===== src/rtl/hub_port_guard.sv =====
// rtl/hub_port_guard.sv - per-port jabber and auto-partition gate between MII receivers and the repeater core
module hub_port_guard #(
    parameter int PORT_COUNT      = 4,
    parameter int JABBER_CYCLES   = 10000,
    parameter int UNJAB_CYCLES    = 24,
    parameter int PARTITION_LIMIT = 60,
    parameter int UNPART_CYCLES   = 128
) (
    input  logic                    clk,
    input  logic                    rst_n,
    input  logic [PORT_COUNT-1:0]   rx_dv,
    input  logic [PORT_COUNT-1:0]   rx_er,
    input  logic [PORT_COUNT*4-1:0] rxd,
    output logic [PORT_COUNT-1:0]   rx_dv_out,
    output logic [PORT_COUNT-1:0]   rx_er_out,
    output logic [PORT_COUNT*4-1:0] rxd_out,
    output logic [PORT_COUNT-1:0]   jabber,
    output logic [PORT_COUNT-1:0]   partition
);

    localparam int LW = $clog2(JABBER_CYCLES + 1);
    localparam int IW = $clog2(UNJAB_CYCLES + 1);
    localparam int CW = $clog2(PARTITION_LIMIT + 1);

    logic [PORT_COUNT-1:0] blocked;
    logic                  primed;

    assign blocked = jabber | partition;

    // No rising edge can be seen on the first cycle after reset, so frames already in flight stay gated.
    always_ff @(posedge clk or negedge rst_n) begin
        if (!rst_n) primed <= 1'b0;
        else        primed <= 1'b1;
    end

    for (genvar i = 0; i < PORT_COUNT; i++) begin : g_port
        logic          dv_prev, col_seen, pass, jab, part;
        logic [LW-1:0] len, len_cur, len_n;
        logic [IW-1:0] idle, idle_inc, idle_n;
        logic [CW-1:0] ccount, cc_inc, cc_n;
        logic          col_n, jab_n, part_n, pass_n;
        logic          frame_start, frame_end, collision;
        logic          dv_o, er_o;
        logic [3:0]    rxd_o;

        assign frame_start = rx_dv[i] & ~dv_prev & primed;
        assign frame_end   = ~rx_dv[i] & dv_prev;
        assign collision   = rx_dv[i] & |(rx_dv & ~blocked & ~(PORT_COUNT'(1) << i));
        assign len_cur     = frame_start ? '0 : len;
        assign idle_inc    = idle + IW'(1);
        assign cc_inc      = (ccount == CW'(PARTITION_LIMIT)) ? ccount : ccount + CW'(1);

        always_comb begin
            len_n  = len;
            idle_n = idle;
            cc_n   = ccount;
            col_n  = frame_start ? 1'b0 : col_seen;
            jab_n  = jab;
            part_n = part;

            if (collision)
                col_n = 1'b1;
            if (rx_dv[i])
                len_n = (len_cur == LW'(JABBER_CYCLES)) ? len_cur : len_cur + LW'(1);

            if (jab) begin
                if (rx_dv[i]) begin
                    idle_n = '0;
                end else if (idle_inc >= IW'(UNJAB_CYCLES)) begin
                    jab_n  = 1'b0;
                    idle_n = '0;
                end else begin
                    idle_n = idle_inc;
                end
            end
            if (rx_dv[i] && (len_cur == LW'(JABBER_CYCLES))) begin
                jab_n  = 1'b1;
                idle_n = '0;
            end

            // Collision history and the length of the frame just ended decide partition state.
            if (frame_end) begin
                if (col_seen) begin
                    cc_n = cc_inc;
                    if (cc_inc == CW'(PARTITION_LIMIT))
                        part_n = 1'b1;
                end else if (part && (32'(len) >= 32'(UNPART_CYCLES))) begin
                    part_n = 1'b0;
                    cc_n   = '0;
                end else if (!part) begin
                    cc_n = '0;
                end
            end

            pass_n = rx_dv[i] & ~jab_n & ~part & (pass | frame_start);
        end

        always_ff @(posedge clk or negedge rst_n) begin
            if (!rst_n) begin
                dv_prev  <= 1'b0;
                col_seen <= 1'b0;
                pass     <= 1'b0;
                jab      <= 1'b0;
                part     <= 1'b0;
                len      <= '0;
                idle     <= '0;
                ccount   <= '0;
                dv_o     <= 1'b0;
                er_o     <= 1'b0;
                rxd_o    <= 4'h0;
            end else begin
                dv_prev  <= rx_dv[i];
                col_seen <= col_n;
                pass     <= pass_n;
                jab      <= jab_n;
                part     <= part_n;
                len      <= len_n;
                idle     <= idle_n;
                ccount   <= cc_n;
                dv_o     <= rx_dv[i] & pass_n;
                er_o     <= rx_er[i] & pass_n;
                rxd_o    <= pass_n ? rxd[i*4 +: 4] : 4'h0;
            end
        end

        assign rx_dv_out[i]        = dv_o;
        assign rx_er_out[i]        = er_o;
        assign rxd_out[i*4 +: 4]   = rxd_o;
        assign jabber[i]           = jab;
        assign partition[i]        = part;
    end

endmodule


===== config.mk =====
export PLATFORM = sky130hd
export DESIGN_NAME = hub_port_guard
export DESIGN_NICKNAME = d
export VERILOG_FILES = /design/src/rtl/hub_port_guard.sv
export SDC_FILE = /design/constraint.sdc
export NUM_CORES = 1
export LEC_CHECK = 0
export BUFFER_PORTS_ARGS = -buffer_cell sky130_fd_sc_hd__buf_2
export CORE_MARGIN = 2
export CORE_UTILIZATION = 35
export DETAILED_ROUTE_END_ITERATION = 7
export GPL_TIMING_DRIVEN = 0
export MAX_ROUTING_LAYER = met4
export PLACE_DENSITY = 0.61
export SLEW_MARGIN = 20
export SYNTH_ARGS = -nofsm -noshare
export SYNTH_HDL_FRONTEND = slang
export SYNTH_SLANG_ARGS = --single-unit

===== constraint.sdc =====
create_clock -name clk -period 3.3 [get_ports clk]
set_clock_uncertainty 0.2 [all_clocks]
set_input_delay 0.66 -clock clk [delete_from_list [all_inputs] [get_ports clk]]
set_output_delay 0.66 -clock clk [all_outputs]
set_load 0.1 [all_outputs]

==> results of run 1 <==
[synthesized netlist by cell type, drive strengths merged, types with 2 or more instances]
cell type and n:
nand4b 4, o211a 2, a311oi 2, xnor2 22, and2 28, a31oi 16
nor2b 9, nor3 21, nand3b 12, and3 21, o211ai 6, mux2 4
xor2 32, and4 12, o31ai 12, nand2 83, a211oi 4, nor2 76
a41o 2, nand2b 6, buf 22, mux2i 3, a21o 6, nor4bb 3
ha 21, or3 6, a22o 3, o21ai 59, nor3b 6, o22a 2
dfrtp 145, nor4 5, and3b 2, o22ai 2, o2111ai 2, a32o 6
nand3 39, inv 33, a22oi 2, nand4 17, a21oi 32, clkbuf 12
nor4b 2
[flip-flops by register name (all words and copies together) (netlist names)]
| register | count |
|---|---|
| g_port.len | 56 |
| g_port.idle | 20 |
| g_port.er_o | 4 |
| g_port.dv_o | 4 |
| primed | 1 |
| g_port.part | 4 |
| g_port.col_seen | 4 |
| g_port.jab | 4 |
| g_port.dv_prev | 4 |
| g_port.ccount | 24 |
| g_port.rxd_o | 16 |
| g_port.pass | 4 |
[area by class of cell]
class / count / share of cell area [%]
Inverter: 33 / 1.369
Multi-Input combinational cell: 609 / 42.10
Buffer: 34 / 2.144
Timing Repair Buffer: 58 / 3.568
Tap cell: 280 / 3.873
Clock buffer: 18 / 4.744
Sequential cell: 145 / 40.11
Clock inverter: 14 / 2.089
[power by group through the flow]
stage | registers, mW | clock network [mW] | logic (mW)
after CTS | 2.11 | 2.08 | 0.696
after global placement | 2.13 | 0 | 0.672
after global routing | 2.14 | 2.15 | 0.794
after detailed placement | 2.14 | 0 | 0.694
final | 2.11 | 2.03 | 0.686
after floorplan | 2.11 | 0 | 0.502
[worst reg2reg max path, stage by stage, from the launching register on]
cell	delay [ns]
sky130_fd_sc_hd__dfrtp_1	0.32
sky130_fd_sc_hd__buf_2	0.22
sky130_fd_sc_hd__nand3b_1	0.39
sky130_fd_sc_hd__nand2_1	0.23
sky130_fd_sc_hd__ha_1	0.17
sky130_fd_sc_hd__and4bb_2	0.23
sky130_fd_sc_hd__nand4_1	0.29
sky130_fd_sc_hd__o21ai_0	0.40
sky130_fd_sc_hd__mux2_2	0.38
[worst max path at each step]
stage,start,end,slack [ns],depth (start not counted)
after floorplan,rx_dv[2],g_port[2].len[1],0.50,8
final,rx_dv[2],g_port[2].len[1],0.29,9
after global placement,rst_n,g_port[0].ccount[0],-0.86,1
after detailed placement,rx_dv[2],g_port[2].len[1],-0.15,9
after CTS,rx_dv[2],g_port[2].len[1],0.28,9
after global routing,rx_dv[2],g_port[2].len[1],0.09,9
[cells by family after synthesis]
| logic type | synth area share, % |
|---|---|
| other | 0.04836 |
| adders and majority gates | 3.388 |
| buffers and inverters | 4.098 |
| AOI/OAI and AO/OA | 14.05 |
| muxes | 1.016 |
| and+or+nand+nor | 24.51 |
| xor gates and xnor gates | 6.099 |
| DFF | 46.79 |
[per-layer routing]
| layer | up-vias | GRT usage (%) |
|---|---|---|
| met5 | - | - |
| met1 | 2976 | 20.96 |
| met3 | 18 | 2.779 |
| li1 | 3079 | - |
| met4 | 0 | 5.071 |
| met2 | 106 | 23.60 |
[through the flow]
step / utilization, % / hold WS, ns / TNS, ns
floorplan: - / 0.1644 / 0
global placement: 38.57 / 0.2900 / -122.50
detailed placement: 38.74 / 0.2939 / -0.2061
CTS: 41.58 / 0.04409 / 0
global route: 41.58 / 0.07749 / 0
finish: 41.58 / 0.005448 / 0
==> run_results.csv, run 1 <==
group,metric,value,unit
run_status,status,"finished, final reports clean",
cts,ctsResizeCount,0,
cts,insertion_delay,0.42,ns
global_route,total_congestion_overflow_after_global_routing,0,
sta,worst_tran_pin_value,0.7561,ns
die,die_h,152.9,um
synth,yosys_register_bits,145,
sta,hold_viol,0,
route,detailed_route_wire_length,16850,um
route,vias_per_cell,5.188,
critical_path,critical-path-top-delay-family,"simple AND/OR/NAND/NOR gates",
sta,maxSlewViolCount,0,
synth,synth_cell_type_count,71,
critical_path,critical_path.reg2reg.startpoint,"primed",
placement,place_ws,-0.1509,ns
sta,slew-limit-headroom,49.16,%
die,ioPinCount,58,
route,drt-wirelength-per-cell,14.15,um
critical_path,path_common_cell,"sky130_fd_sc_hd__buf_2",
cells_and_area,filler_cell_count,2129,
route,iteration_0_drc_count_of_the_detailed_router,389,
route,vias,6179,
critical_path,reg2reg_slack,0.36,ns
critical_path,critical_path_required,3.40,ns
critical_path,worstSetupPathType,"input pin to flip-flop",
synth,synth.net_count,868,
placement,routabilityCongestion,0.8485,
die,core.rowCount,54,
global_route,track_usage,15.47,%
pwr,power_density,533.5,nW/um^2
route,first_pass_iters,5,
critical_path,worst_path_max_delay_cell,"sky130_fd_sc_hd__nand3b_1",
route,route.met2.wl,7760,um
cts,cts.htree.levels,4,
cts,holdBufCountCts,0,
synth,synth_area_leaders,"sky130_fd_sc_hd__dfrtp_1 47%, sky130_fd_sc_hd__nand2_1 4.0%, sky130_fd_sc_hd__o21ai_0 3.8%",
cts,clkSinkCount,145,
synth,synth_enable_flop_cells,0,
placement,dpl-instance-area,8428,um^2
cells_and_area,post_route_cells_drive_above_1_share,14.05,%
sta,maxClockFrequency,0.3325,GHz
cells_and_area,area_grow_syn2layout,16.65,%
cells_and_area,design.final.nets,945,
synth,syn_inst,821,
cells_and_area,final-seq-area,3628,um^2
cells_and_area,leading_cell_type_in_the_layout_fill_and_taps_excluded,"sky130_fd_sc_hd__dfrtp_1",
min_path,type_of_the_worst_min_delay_path,"input pin to asynchronous set/reset pin",
cells_and_area,post_layout_nonfiller_instances,1191,
route,route.layer.met1.wl,8315,um
critical_path,timing.critical_path.arrival,3.11,ns
cts,clockBufferDepth,2,
cts,cts_setup_buffers,0,
critical_path,path_buf_inv,2,
pwr,p_switching,1.351,mW
cts,clock-root-buffer,"sky130_fd_sc_hd__clkbuf_16",
synth,syn-mean-instance-area,9.446,um^2
route,detailroute.wirelength.met3,539,um
pwr,power.internal,3.475,mW
global_route,via_count_of_the_first_global_routing_pass,5959,
sta,layout_min_cycle_time,3.008,ns
placement,dpl.cell_count,1159,
sta,final_min_period_over_clock_period,91.15,%
die,fp.coreArea,21760,um^2
sta,fin_ws,0.2921,ns
synth,synth_top_area_share,46.79,%
pwr,switching_share,27.99,%
sta,setup-violations-final,0,
cts,tritoncts,"yes",
placement,detailed_place_hpwl,11790,um
pwr,total_leakage_power,4.230,nW
synth,ys_dominant_reg_cell,"sky130_fd_sc_hd__dfrtp_1",
cells_and_area,antenna_cells,0,
die,initial_utilization,35.65,%
sta,setup_repair_after_global_routing_missed_its_margin,"no",
cells_and_area,mostFrequentLayoutCells,"145 x sky130_fd_sc_hd__dfrtp_1, 83 x sky130_fd_sc_hd__nand2_1, 76 x sky130_fd_sc_hd__nor2_1",
placement,portBuffers,57,
pwr,comb_power_share,14.2,%
pwr,seq_power_share,43.7,%
critical_path,cpPeakStageDelay,0.40,ns
synth,synth-seq-area-share,46.79,%
synth,synth_warnings,0,
pwr,total_power,4.826,mW
global_route,maximum_number_of_pins_on_one_net_before_global_route_repair,82,
critical_path,startpoint_type,"input pin",
die,chipWidth,152.9,um
synth,async_flop_share,100.0,%
synth,syn-cell-area,7755,um^2
synth,synth_area_leader_cell,"sky130_fd_sc_hd__dfrtp_1",
critical_path,critical_path_peak_fanout,10,
cells_and_area,stdcell_area,9046,um^2
pwr,worst_ir_drop_vdd,0.3915,mV
cells_and_area,multi_input_comb_area,3809,um^2
global_route,wire_length_of_the_first_global_routing_pass,29230,um
route,route.detailed.drc,0,
route,routed.top_layer,"met4",
die,die_area,23360,um^2
critical_path,worst-r2r-cell-count,8,
critical_path,critical_path.reg2reg.endpoint,"g_port[2].len[1]",
cts,cts.reportedPaths.clkPinSlew,0.06,ns
global_route,number_of_antenna_violations_at_the_first_check_in_global_routing,0,
pwr,share_clk_of_total_power,42.1,%
critical_path,cp_cell_sequence,"buf_2 -> buf_2 -> nand3b_1 -> nand2_1 -> ha_1 -> and4bb_2 -> nand4_1 -> o21ai_0 -> mux2_2",
critical_path,crit_path_end_kind,"flip-flop",
run,timing.max_cap.violations,0,
cts,tritoncts_buffer_count,17,
route,route.antenna.remaining_nets,0,
Power figures use the tool's default switching activity.
==> run 2, diff against run 1 <==
--- a/config.mk
+++ b/config.mk
@@ -6,12 +6,13 @@
 export NUM_CORES = 1
 export LEC_CHECK = 0
 export BUFFER_PORTS_ARGS = -buffer_cell sky130_fd_sc_hd__buf_2
+export CORE_ASPECT_RATIO = 1.25
 export CORE_MARGIN = 2
-export CORE_UTILIZATION = 35
+export CORE_UTILIZATION = 45
 export DETAILED_ROUTE_END_ITERATION = 7
 export GPL_TIMING_DRIVEN = 0
 export MAX_ROUTING_LAYER = met4
-export PLACE_DENSITY = 0.61
+export PLACE_DENSITY = 0.73
 export SLEW_MARGIN = 20
 export SYNTH_ARGS = -nofsm -noshare
 export SYNTH_HDL_FRONTEND = slang
==> constraint.sdc (replaced) <==
create_clock -name clk -period 3.4 [get_ports clk]
set_clock_uncertainty 0.2 [all_clocks]
set_input_delay 0.68 -clock clk [delete_from_list [all_inputs] [get_ports clk]]
set_output_delay 0.68 -clock clk [all_outputs]
set_load 0.1 [all_outputs]
==> run 2 against run 1 <==
Compared with the run above:
- the run now ends with negative hold slack left
- global-route usage up 4.8 points
- register-to-register slack better by 0.13 ns
- non-clock buffer count unchanged
- sequential share of layout area up 0.21 points
- cell area down 0.51%
- power down 1.6%
- sequential power down 3%
- final cell count down 4.9%
==> run_results.csv, run 2 (synthesis gave the netlist of run 1 again) <==
group,metric,value,unit
route,route.antenna.remaining_nets,0,
pwr,switching_share,27.41,%
global_route,total_congestion_overflow_after_global_routing,0,
cts,clkSinkCount,145,
sta,slew-limit-headroom,47.63,%
global_route,wire_length_of_the_first_global_routing_pass,28770,um
cts,ctsResizeCount,0,
sta,setup_repair_after_global_routing_missed_its_margin,"no",
route,route.layer.met1.wl,7400,um
global_route,track_usage,20.29,%
global_route,via_count_of_the_first_global_routing_pass,6115,
cts,cts.htree.levels,4,
pwr,worst_ir_drop_vdd,0.2804,mV
sta,setup-violations-final,0,
cts,tritoncts_buffer_count,17,
route,drt-wirelength-per-cell,14.73,um
route,vias,6298,
route,iteration_0_drc_count_of_the_detailed_router,556,
cts,holdBufCountCts,0,
critical_path,setup.worst_path.start,"rx_dv[2]",
run_status,violations,"negative hold slack",
cts,insertion_delay,0.43,ns
cells_and_area,utilization,53.43,%
route,route.met2.wl,8237,um
pwr,share_clk_of_total_power,42.6,%
route,detailroute.wirelength.met3,850,um
cts,cts_setup_buffers,0,
pwr,p_switching,1.302,mW
critical_path,critical_path.endpoint,"g_port[2].len[1]",
sta,hold_viol,1,
sta,layout_min_cycle_time,2.952,ns
cells_and_area,design.final.nets,945,
cts,clock-root-buffer,"sky130_fd_sc_hd__clkbuf_16",
die,die_area,18310,um^2
route,routed.top_layer,"met4",
cells_and_area,post_layout_nonfiller_instances,1133,
sta,whs,-0.001714,ns
critical_path,worstSetupPathType,"input pin to flip-flop",
run,timing.max_cap.violations,0,
critical_path,cpPeakStageDelay,0.41,ns
route,vias_per_cell,5.559,
cells_and_area,top_register,"g_port.len",
pwr,power_density,527.9,nW/um^2
sta,maxSlewViolCount,0,
critical_path,crit_path_end_kind,"flip-flop",
cts,tritoncts,"yes",
pwr,comb_power_share,14.2,%
global_route,maximum_number_of_pins_on_one_net_before_global_route_repair,76,
critical_path,critical_path.reg2reg.startpoint,"primed",
cts,clockBufferDepth,2,
pwr,power.internal,3.449,mW
cells_and_area,post_route_cells_drive_above_1_share,14.05,%
sta,worst_tran_pin_value,0.7789,ns
cells_and_area,largest_register_ff_count,56,
cells_and_area,mostFrequentLayoutCells,"145 x sky130_fd_sc_hd__dfrtp_1, 83 x sky130_fd_sc_hd__nand2_1, 76 x sky130_fd_sc_hd__nor2_1",
placement,dpl.cell_count,1099,
sta,final_min_period_over_clock_period,86.82,%
critical_path,critical_path_peak_fanout,10,
sta,maxClockFrequency,0.3388,GHz
route,route.detailed.drc,0,
placement,detailed_place_hpwl,11720,um
cts,cts.reportedPaths.clkPinSlew,0.06,ns
critical_path,worst_path_max_delay_cell,"sky130_fd_sc_hd__o21ai_0",
die,ioPinCount,58,
pwr,seq_power_share,43.2,%
route,detailed_route_wire_length,16690,um
cells_and_area,leading_cell_type_in_the_layout_fill_and_taps_excluded,"sky130_fd_sc_hd__dfrtp_1",
critical_path,cp_cell_sequence,"buf_2 -> buf_2 -> nand3b_1 -> nand2_1 -> ha_1 -> and4bb_2 -> nand4_1 -> o21ai_0 -> mux2_2",
run_status,status,"finished, violations left",
cells_and_area,biggestRegsByFlops,"g_port.len: 56 flops, g_port.ccount: 24 flops, g_port.idle: 20 flops",
die,chipWidth,121.4,um
critical_path,path_common_cell,"sky130_fd_sc_hd__buf_2",
die,die_h,150.8,um
route,first_pass_iters,8,
pwr,total_leakage_power,4.236,nW
die,initial_utilization,46.04,%
placement,portBuffers,57,
critical_path,startpoint_type,"input pin",
critical_path,worst-r2r-cell-count,8,
critical_path,reg2reg_slack,0.49,ns
die,core.rowCount,53,
critical_path,critical_path_required,3.50,ns
critical_path,timing.critical_path.arrival,3.06,ns
placement,routabilityCongestion,0.8927,
cells_and_area,area_grow_syn2layout,16.05,%
min_path,type_of_the_worst_min_delay_path,"input pin to asynchronous set/reset pin",
global_route,number_of_antenna_violations_at_the_first_check_in_global_routing,2,
critical_path,critical_path.reg2reg.endpoint,"g_port[2].len[1]",
die,fp.coreArea,16840,um^2
==> run 2: cell types whose count changed in the layout (fill, tap and decap cells not counted), sizes merged <==
cell	previous run	this run
clkinv	6	4
bufinv	4	5
diode	0	2
clkinvlp	3	4
==> run 2: worst min-delay path by stage <==
stage	startpoint	to	cells past startpoint
after CTS	rst_n	g_port[3].idle[4]	1
after detailed placement	g_port[0].ccount[4]	g_port[0].ccount[4]	1
after floorplan	rst_n	g_port[0].ccount[0]	0
after global routing	rst_n	g_port[3].idle[4]	1
final	rst_n	g_port[3].idle[4]	1
after global placement	g_port[0].ccount[4]	g_port[0].ccount[4]	1
==> run 2: layer usage <==
| metal | GRT usage, % | up-vias |
|---|---|---|
| li1 | - | 3079 |
| met2 | 32.98 | 155 |
| met5 | - | - |
| met1 | 24.80 | 3046 |
| met4 | 7.241 | 0 |
| met3 | 4.895 | 18 |
==> run 2: cell type report <==
class / instances / area (um^2)
fillers: 1511 / 7844
inverters: 33 / 123.9
well taps: 220 / 275.3
repair buffers: 58 / 322.8
clock inverters: 14 / 212.7
flip-flops and latches: 145 / 3628
multi-input cells: 609 / 3809
diodes: 2 / 5.005
plain buffers: 34 / 193.9
clock buffers: 18 / 429.2
==> run 2: critical path: cells and delay by family <==
family	cells	cell delay (ns)
buffers and inverters	2	0.31
AND/OR/NAND/NOR	4	1.11
AO/OA/AOI/OAI	1	0.41
adder cells (fa/ha/maj)	1	0.17
multiplexers	1	0.37
==> run 2: per-stage QoR <==
stage          setup WS (ns)  total power [mW]  setup TNS (ns)  cell area (um^2)  hold WS (ns)
2_1_floorplan         0.5768             2.532               0              7755        0.1844
3_3_place_gp         -0.6692             2.717          -96.05              8315        0.2865
3_5_place_dp         0.05952             2.754               0              8353        0.2931
4_1_cts               0.4916             4.798               0              8995       0.01476
5_1_grt               0.2858             5.012               0              9000       0.03961
6_report              0.4480             4.751               0              9000     -0.001714
==> run 2: power groups by stage <==
stage | clock network (mW) | logic (mW) | registers [mW]
after floorplan | 0 | 0.487 | 2.04
after global placement | 0 | 0.646 | 2.07
after detailed placement | 0 | 0.680 | 2.07
after CTS | 2.07 | 0.684 | 2.05
after global routing | 2.15 | 0.782 | 2.08
final | 2.02 | 0.676 | 2.05
